===== config.mk =====
export PLATFORM = sky130hd
export DESIGN_NAME = modulo
export DESIGN_NICKNAME = d
export VERILOG_FILES = /design/src/rtl/modulo.sv
export SDC_FILE = /design/constraint.sdc
export NUM_CORES = 1
export LEC_CHECK = 0
export ABC_AREA = 0
export CAP_MARGIN = 20
export CORE_MARGIN = 4
export CORE_UTILIZATION = 51
export DETAILED_ROUTE_END_ITERATION = 8
export PLACE_DENSITY = 0.86
export SLEW_MARGIN = 5
export SYNTH_ARGS = -nofsm -noshare
export SYNTH_HDL_FRONTEND = slang
export SYNTH_SLANG_ARGS = --single-unit

===== constraint.sdc =====
create_clock -name clk -period 4.05 [get_ports clk]
set_input_delay 0.6075 -clock clk [delete_from_list [all_inputs] [get_ports clk]]
set_output_delay 0.6075 -clock clk [all_outputs]
set_load 0.03 [all_outputs]

===== src/rtl/modulo.sv =====
// Sequential unsigned modulo (restoring shift-subtract, one dividend bit per clock).
// Define MODULO_BYPASS_EN to return small dividends (dividend < divisor) without iterating.
module modulo #(
  parameter int SIZE = 128
) (
  input  logic              clk,
  input  logic              rst,
  input  logic [SIZE-1:0]   input_dividen_tdata,
  input  logic              input_dividen_tvalid,
  output logic              input_dividen_tready,
  input  logic [SIZE/2-1:0] input_divisor_tdata,
  input  logic              input_divisor_tvalid,
  output logic              input_divisor_tready,
  output logic [SIZE/2-1:0] output_tdata,
  output logic              output_tvalid,
  input  logic              output_tready
);

  localparam int H  = SIZE / 2;
  localparam int CW = $clog2(SIZE + 1);

  typedef enum logic [1:0] {IDLE, BUSY, DONE} state_t;

  state_t          state_q, state_d;
  logic [SIZE-1:0] d_q, d_d;
  logic [H-1:0]    v_q, v_d;
  logic [H:0]      r_q, r_d;
  logic [CW-1:0]   cnt_q, cnt_d;
  logic [H-1:0]    out_q, out_d;
  logic            vld_q, vld_d;

  logic            xfer;
  logic [H:0]      t;
  logic [H:0]      t_sub;
  logic [H:0]      r_next;

  // Both operands are consumed together; rst gating keeps tready low while in reset.
  assign xfer = rst && (state_q == IDLE) && input_dividen_tvalid && input_divisor_tvalid;

  assign input_dividen_tready = xfer;
  assign input_divisor_tready = xfer;
  assign output_tdata         = out_q;
  assign output_tvalid        = vld_q;

  assign t      = {r_q[H-1:0], d_q[SIZE-1]};
  assign t_sub  = t - {1'b0, v_q};
  assign r_next = (t >= {1'b0, v_q}) ? t_sub : t;

  always_comb begin
    state_d = state_q;
    d_d     = d_q;
    v_d     = v_q;
    r_d     = r_q;
    cnt_d   = cnt_q;
    out_d   = out_q;
    vld_d   = vld_q;
    case (state_q)
      IDLE: begin
        if (xfer) begin
          d_d   = input_dividen_tdata;
          v_d   = input_divisor_tdata;
          r_d   = '0;
          cnt_d = CW'(SIZE);
          if (input_divisor_tdata == '0) begin
            out_d   = '1;
            vld_d   = 1'b1;
            state_d = DONE;
          end
`ifdef MODULO_BYPASS_EN
          else if (input_dividen_tdata < {{H{1'b0}}, input_divisor_tdata}) begin
            out_d   = input_dividen_tdata[H-1:0];
            vld_d   = 1'b1;
            state_d = DONE;
          end
`endif
          else begin
            state_d = BUSY;
          end
        end
      end
      BUSY: begin
        d_d   = {d_q[SIZE-2:0], 1'b0};
        r_d   = r_next;
        cnt_d = cnt_q - CW'(1);
        // Last bit: the remainder is below the divisor, so the low H bits are exact.
        if (cnt_q == CW'(1)) begin
          out_d   = r_next[H-1:0];
          vld_d   = 1'b1;
          state_d = DONE;
        end
      end
      DONE: begin
        if (output_tready) begin
          vld_d   = 1'b0;
          state_d = IDLE;
        end
      end
      default: begin
        vld_d   = 1'b0;
        state_d = IDLE;
      end
    endcase
  end

  always_ff @(posedge clk or negedge rst) begin
    if (!rst) begin
      state_q <= IDLE;
      d_q     <= '0;
      v_q     <= '0;
      r_q     <= '0;
      cnt_q   <= '0;
      out_q   <= '0;
      vld_q   <= 1'b0;
    end else begin
      state_q <= state_d;
      d_q     <= d_d;
      v_q     <= v_d;
      r_q     <= r_d;
      cnt_q   <= cnt_d;
      out_q   <= out_d;
      vld_q   <= vld_d;
    end
  end

endmodule


Yosys cells after proc, flatten, opt, wreduce, memory -nomap -nowiden

Index checks and enable logic that the tools add are counted.

Word-level logic and storage cells: 49
Output and inout port bits: 67
Register bits after elaboration: 331
Input bits: 197

Equality and inequality tests: 7
Reductions and logical operators: 11
$add $sub $neg: 2
Multiplexer cells: 21
Magnitude comparators: 1

Operators by type and width:

| kind                  | count |
|---|---|
| $mux W64              | 5 |
| $pmux W128 S2         | 1 |
| $pmux W64 S2          | 2 |
| $mux W128             | 1 |
| $ge A65 B64 Y1        | 1 |
| $logic_not A64 Y1     | 1 |
| $sub A64 B64 Y64      | 1 |
| $pmux W8 S2           | 1 |
| $eq A8 B1 Y1 const B  | 1 |
| $mux W2               | 4 |
| $mux W8               | 1 |
| $reduce_and A4 Y1     | 2 |
| $sub A8 B1 Y8 const B | 1 |
| $ne A2 B2 Y1 const B  | 3 |
| $pmux W2 S3           | 1 |
| $mux W1               | 4 |
| $reduce_and A2 Y1     | 2 |
| $logic_and A1 B1 Y1   | 3 |
| $pmux W1 S3           | 1 |
| $reduce_and A3 Y1     | 1 |
| $eq A2 B1 Y1 const B  | 1 |
| $eq A2 B2 Y1 const B  | 1 |
| $logic_not A2 Y1      | 1 |
| $ne A2 B1 Y1 const B  | 1 |
| $reduce_bool A2 Y1    | 1 |

Depth between registers and ports, before layout

Depth after elaboration: 6
Gate-level depth with buffers: 15
Depth with buffers taken out: 14

Worst setup path before layout

OpenSTA, ideal clock, no wires.

Path kind: register -> register
Start: register d_q[127]
End: register out_q[56], in the netlist output_tdata[56]
Period minus slack after synthesis: 3.127 ns
Data arrival time: 2.986 ns
Slack: 0.923 ns
Data required time: 3.909 ns
Stages on the path, launching flop included: 15
Buffers on the path: 0
Library setup time: 0.141 ns
Cells stage by stage: dfrtp_1 > inv_1 > ha_1 > inv_1 > fa_1 > a211oi_1 > o21bai_1 > a211o_1 > o211ai_2 > a21oi_1 > or3_1 > a2111o_1 > o211a_1 > mux2i_1 > a31oi_1

Word-level cells in the longest chain between the ends: 4
Elaborated cells on any way between the ends: 5
Those cells by class: add/sub (1); order compare (1); mux (3)

RTL lines:

| what                                               | RTL line | RTL |
|---|---|---|
| start, declared                                    | 25       | `logic [SIZE-1:0] d_q, d_d;` |
| start signal, assigned                             | 108      | `d_q <= '0;` |
| start signal, assigned                             | 116      | `d_q <= d_d;` |
| $sub A64 B64 Y64 or $ge A65 B64 Y1 (tied branches) | 46, 47   |  |
| $mux W64 *                                         | 47       | `assign r_next = (t >= {1'b0, v_q}) ? t_sub : t;` |
| $mux W64 *                                         | 86       | `if (cnt_q == CW'(1)) begin` |
| $pmux W64 S2 *                                     | 57       | `case (state_q)` |
| end signal, assigned                               | 120      | `out_q <= out_d;` |
| end, declared                                      | 29       | `logic [H-1:0] out_q, out_d;` |

Every way passes the cells marked *; elsewhere a longest branch is shown, timed or not. The select of a mux whose other input is x is not followed.
A chain may end at the register's enable or synchronous reset.

Worst setup path in the final report

Start: register r_q[16]
End: register r_q[63]

Word-level cells in the longest chain between the ends: 3
Elaborated cells on any way between the ends: 4
Those cells by class: add/sub (1); order compare (1); mux (2)

RTL lines:

| what                                               | RTL line | RTL |
|---|---|---|
| start, declared                                    | 27       | `logic [H:0] r_q, r_d;` |
| start signal, assigned                             | 118      | `r_q <= r_d;` |
| $sub A64 B64 Y64 or $ge A65 B64 Y1 (tied branches) | 46, 47   |  |
| $mux W64 *                                         | 47       |  |
| $pmux W64 S2 *                                     | 57       |  |

Every way passes the cells marked *; elsewhere a longest branch is shown, timed or not.

==> impl_metrics.env <==
export IMPL_design_portCount=264
export IMPL_outcome="finished, final reports clean"
export IMPL_synth_enable_flop_cells=0
export IMPL_floorplan_die_area_um2=38900
export IMPL_drt_pass1_iterations=6
export IMPL_synthArstFlopShare=1.00
export IMPL_syn_to_final_growth_pct=22.9
export IMPL_timing_final_setup_violations=0
export IMPL_post_synth_cell_area_avg_um2=8.46
export IMPL_placement_io_buffers=263
export IMPL_power_leakage_nw=9.87
export IMPL_yosysSeqAreaShare=0.454
export IMPL_postSynthRegisterBits=331
export IMPL_tritoncts="yes"
export IMPL_gp_routability_congestion=0.953
export IMPL_cts_resized_gates=0
export IMPL_cap_violations=0
export IMPL_filler_instances=2843
export IMPL_grt_overflow_total=0
export IMPL_grt_antenna_before_repair=2
export IMPL_critical_path_peak_fanout=9
export IMPL_stdcell_count=2835
export IMPL_period_share=0.957
export IMPL_ant_nets=0
export IMPL_detail_route_drc_violations=0
export IMPL_clkTransAtPathRegs_ns=0.07
export IMPL_totalNegativeSetupSlack_ns=0
export IMPL_final_nets=2615
export IMPL_dp_slack_ns=0.281
export IMPL_clock_network_latency_to_the_later_pin_of_the_worst_skew_pair_ns=0.52
export IMPL_vert_die_dim_um=197
export IMPL_synth_cell_area_um2=18300
export IMPL_cts_sinks=331
export IMPL_yosys_area_top_type="dfrtp_1"
export IMPL_post_dp_hpwl_mm=38.1
export IMPL_placement_rows=69
export IMPL_first_pass_grt_wire_length_mm=85.1
export IMPL_worst_slack_ns=0.172
export IMPL_clk_root_buffer_cell="clkbuf_16"
export IMPL_postSynth_topFlopCell="dfrtp_1"
export IMPL_synth_cells_most_frequent="nand2_1 (398), dfrtp_1 (331), nor2_1 (236)"
export IMPL_worstSetupEndpoint="r_q[63]$_DFFE_PN0P_"
export IMPL_syn_nets=2421
export IMPL_path_class="register to register"
export IMPL_synth_most_common_cell="nand2_1"
export IMPL_yosysWarnings=0
export IMPL_timing_critical_path_from="r_q[16]$_DFFE_PN0P_"
export IMPL_postCtsSetupBuffers=0
export IMPL_worst_ir_drop_vdd_mv=0.542
export IMPL_post_drt_wl_per_cell_um=18.8
export IMPL_clock_tree_htree_level_count=2
export IMPL_hold_violations=0
export IMPL_type_of_origin_of_the_critical_path="register"
export IMPL_min_delay_path_class="register to register"
export IMPL_ff2ff_setup_slack_ns=0.17
export IMPL_final_period_minus_worst_setup_slack_ns=3.88
export IMPL_initial_utilization=0.516
export IMPL_fin_skew_ns=0.0151
export IMPL_post_synth_num_cell_types=81
export IMPL_die_x_um=197
export IMPL_rsz_0062_raised_after_global_routing="no"
export IMPL_post_synth_inst_count=2157
export IMPL_dp_cells=2771
export IMPL_grt_max_degree=183
export IMPL_finalMaxSlewViolations=0
export IMPL_power_density_nw_per_um2=1010
export IMPL_regToRegStartpoint="r_q[16]$_DFFE_PN0P_"
export IMPL_cts_path_max_buffers=3
export IMPL_multi_input_area_um2=9020
export IMPL_synth_area_top_cells="dfrtp_1 (45%), nand2_1 (8.2%), a31oi_1 (5.6%), nor2_1 (4.9%), ha_1 (4.5%)"
export IMPL_seq_area_um2=8280
export IMPL_cp_arrival_ns=4.25
export IMPL_drive_gt1_frac=0.0539
export IMPL_cp_data_required_time_ns=4.42
export IMPL_slew_limit_headroom=0.340
export IMPL_critPathCaptureType="register"
export IMPL_worstRegToRegCells=12
export IMPL_worstReg2RegEnd="r_q[63]$_DFFE_PN0P_"
export IMPL_first_iter_violations=1457
export IMPL_cts_hold_repair_buffers=1
export IMPL_first_global_vias=16600
export IMPL_drt_vias_per_instance=5.96
export IMPL_fmax_ghz=0.258
export IMPL_groute_usage_overall=0.264
export IMPL_area_share_of_the_largest_cell_type_after_synthesis=0.454
export IMPL_core_area_um2=35400
export IMPL_tightest_slew_ns=0.990
export IMPL_route_vias_total=16900
export IMPL_routed_wirelength_mm=53.4
export IMPL_cts_buffers=36
-- state kept, by name, summed over array words and instances, names as in the netlist --
| signal | flops |
|---|---|
| cnt_q | 8 |
| d_q | 128 |
| output_tdata | 64 |
| output_tvalid | 1 |
| r_q | 64 |
| state_q | 2 |
| v_q | 64 |
-- critical path, cell delays in order, from the launching register on --
cell	delay [ns]
dfrtp_1	0.41
ha_1	0.46
nand4_1	0.15
or2_0	0.31
a2111oi_0	0.65
buf_4	0.23
o31a_1	0.20
o21ai_1	0.12
a31oi_1	0.37
a21o_1	0.32
a221oi_2	0.10
xor2_1	0.29
o211ai_1	0.12
-- cell usage in the layout, fill, tap and decap left out, types with 23 or more instances in the layout --
master,instances
nand4_1,26
a31oi_1,163
xnor2_1,34
a21oi_1,131
xor2_1,28
nand3_1,75
buf_4,38
clkdlybuf4s50_1,260
mux2i_1,50
a21o_1,35
nand2_1,398
clkbuf_16,36
ha_1,66
nor4_1,23
dfrtp_1,331
inv_1,89
o21ai_1,62
nor2_1,235
o21ai_0,100
-- through the flow --
| stage | total power, mW | cell area [um^2] | utilization | hold WS (ns) |
|---|---|---|---|---|
| floorplan | 15.4 | 18300 | - | 0.312 |
| global placement | 18.6 | 21200 | 0.599 | 0.478 |
| detailed placement | 19.1 | 21200 | 0.599 | 0.480 |
| CTS | 22.6 | 22400 | 0.633 | 0.523 |
| global route | 24.3 | 22400 | 0.634 | 0.542 |
| finish | 22.8 | 22400 | 0.634 | 0.519 |
-- cell families after synthesis --
family                   share of synthesized area
AND/OR/NAND/NOR                              0.193
adder cells (fa/ha/maj)                     0.0463
flip-flops                                   0.454
AO/OA/AOI/OAI                                0.194
multiplexers                                0.0303
buffers and inverters                       0.0533
XOR/XNOR                                    0.0298
-- layout make-up --
cell class	instances	area share
inverter	90	0.0153
timing repair buffer	305	0.134
sequential	331	0.369
clock inverter	11	0.00814
antenna	1	0.000112
clock buffer	49	0.0455
tap	461	0.0257
multi-input combinational	1587	0.402
-- metal layers --
| layer | vias up | GRT usage | part of all wire |
|---|---|---|---|
| li1 | 7907 | - | - |
| met1 | 8125 | 0.352 | 0.41 |
| met2 | 750 | 0.436 | 0.47 |
| met3 | 103 | 0.0565 | 0.087 |
| met4 | 4 | 0.0832 | 0.029 |
| met5 | - | 0 | 0.00051 |
-- worst min-delay path by stage --
stage,from,to,slack (ns),cells after the start
after global routing,rst,v_q[39]$_DFFE_PN0P_,0.54,2
after global placement,rst,output_tdata[46]$_DFFE_PN0P_,0.48,1
after detailed placement,rst,v_q[37]$_DFFE_PN0P_,0.48,1
after CTS,rst,v_q[39]$_DFFE_PN0P_,0.52,2
after floorplan,rst,cnt_q[0]$_DFFE_PN0P_,0.31,0
final,d_q[0]$_DFFE_PN0P_,d_q[0]$_DFFE_PN0P_,0.52,2
-- power breakdown --
group          leakage [nW]  internal [mW]  switching [mW]
sequential             3.76           4.87           0.935
clock                 0.581           2.02            1.36
combinational          5.53           5.23            8.34
Power figures use the tool's default switching activity.
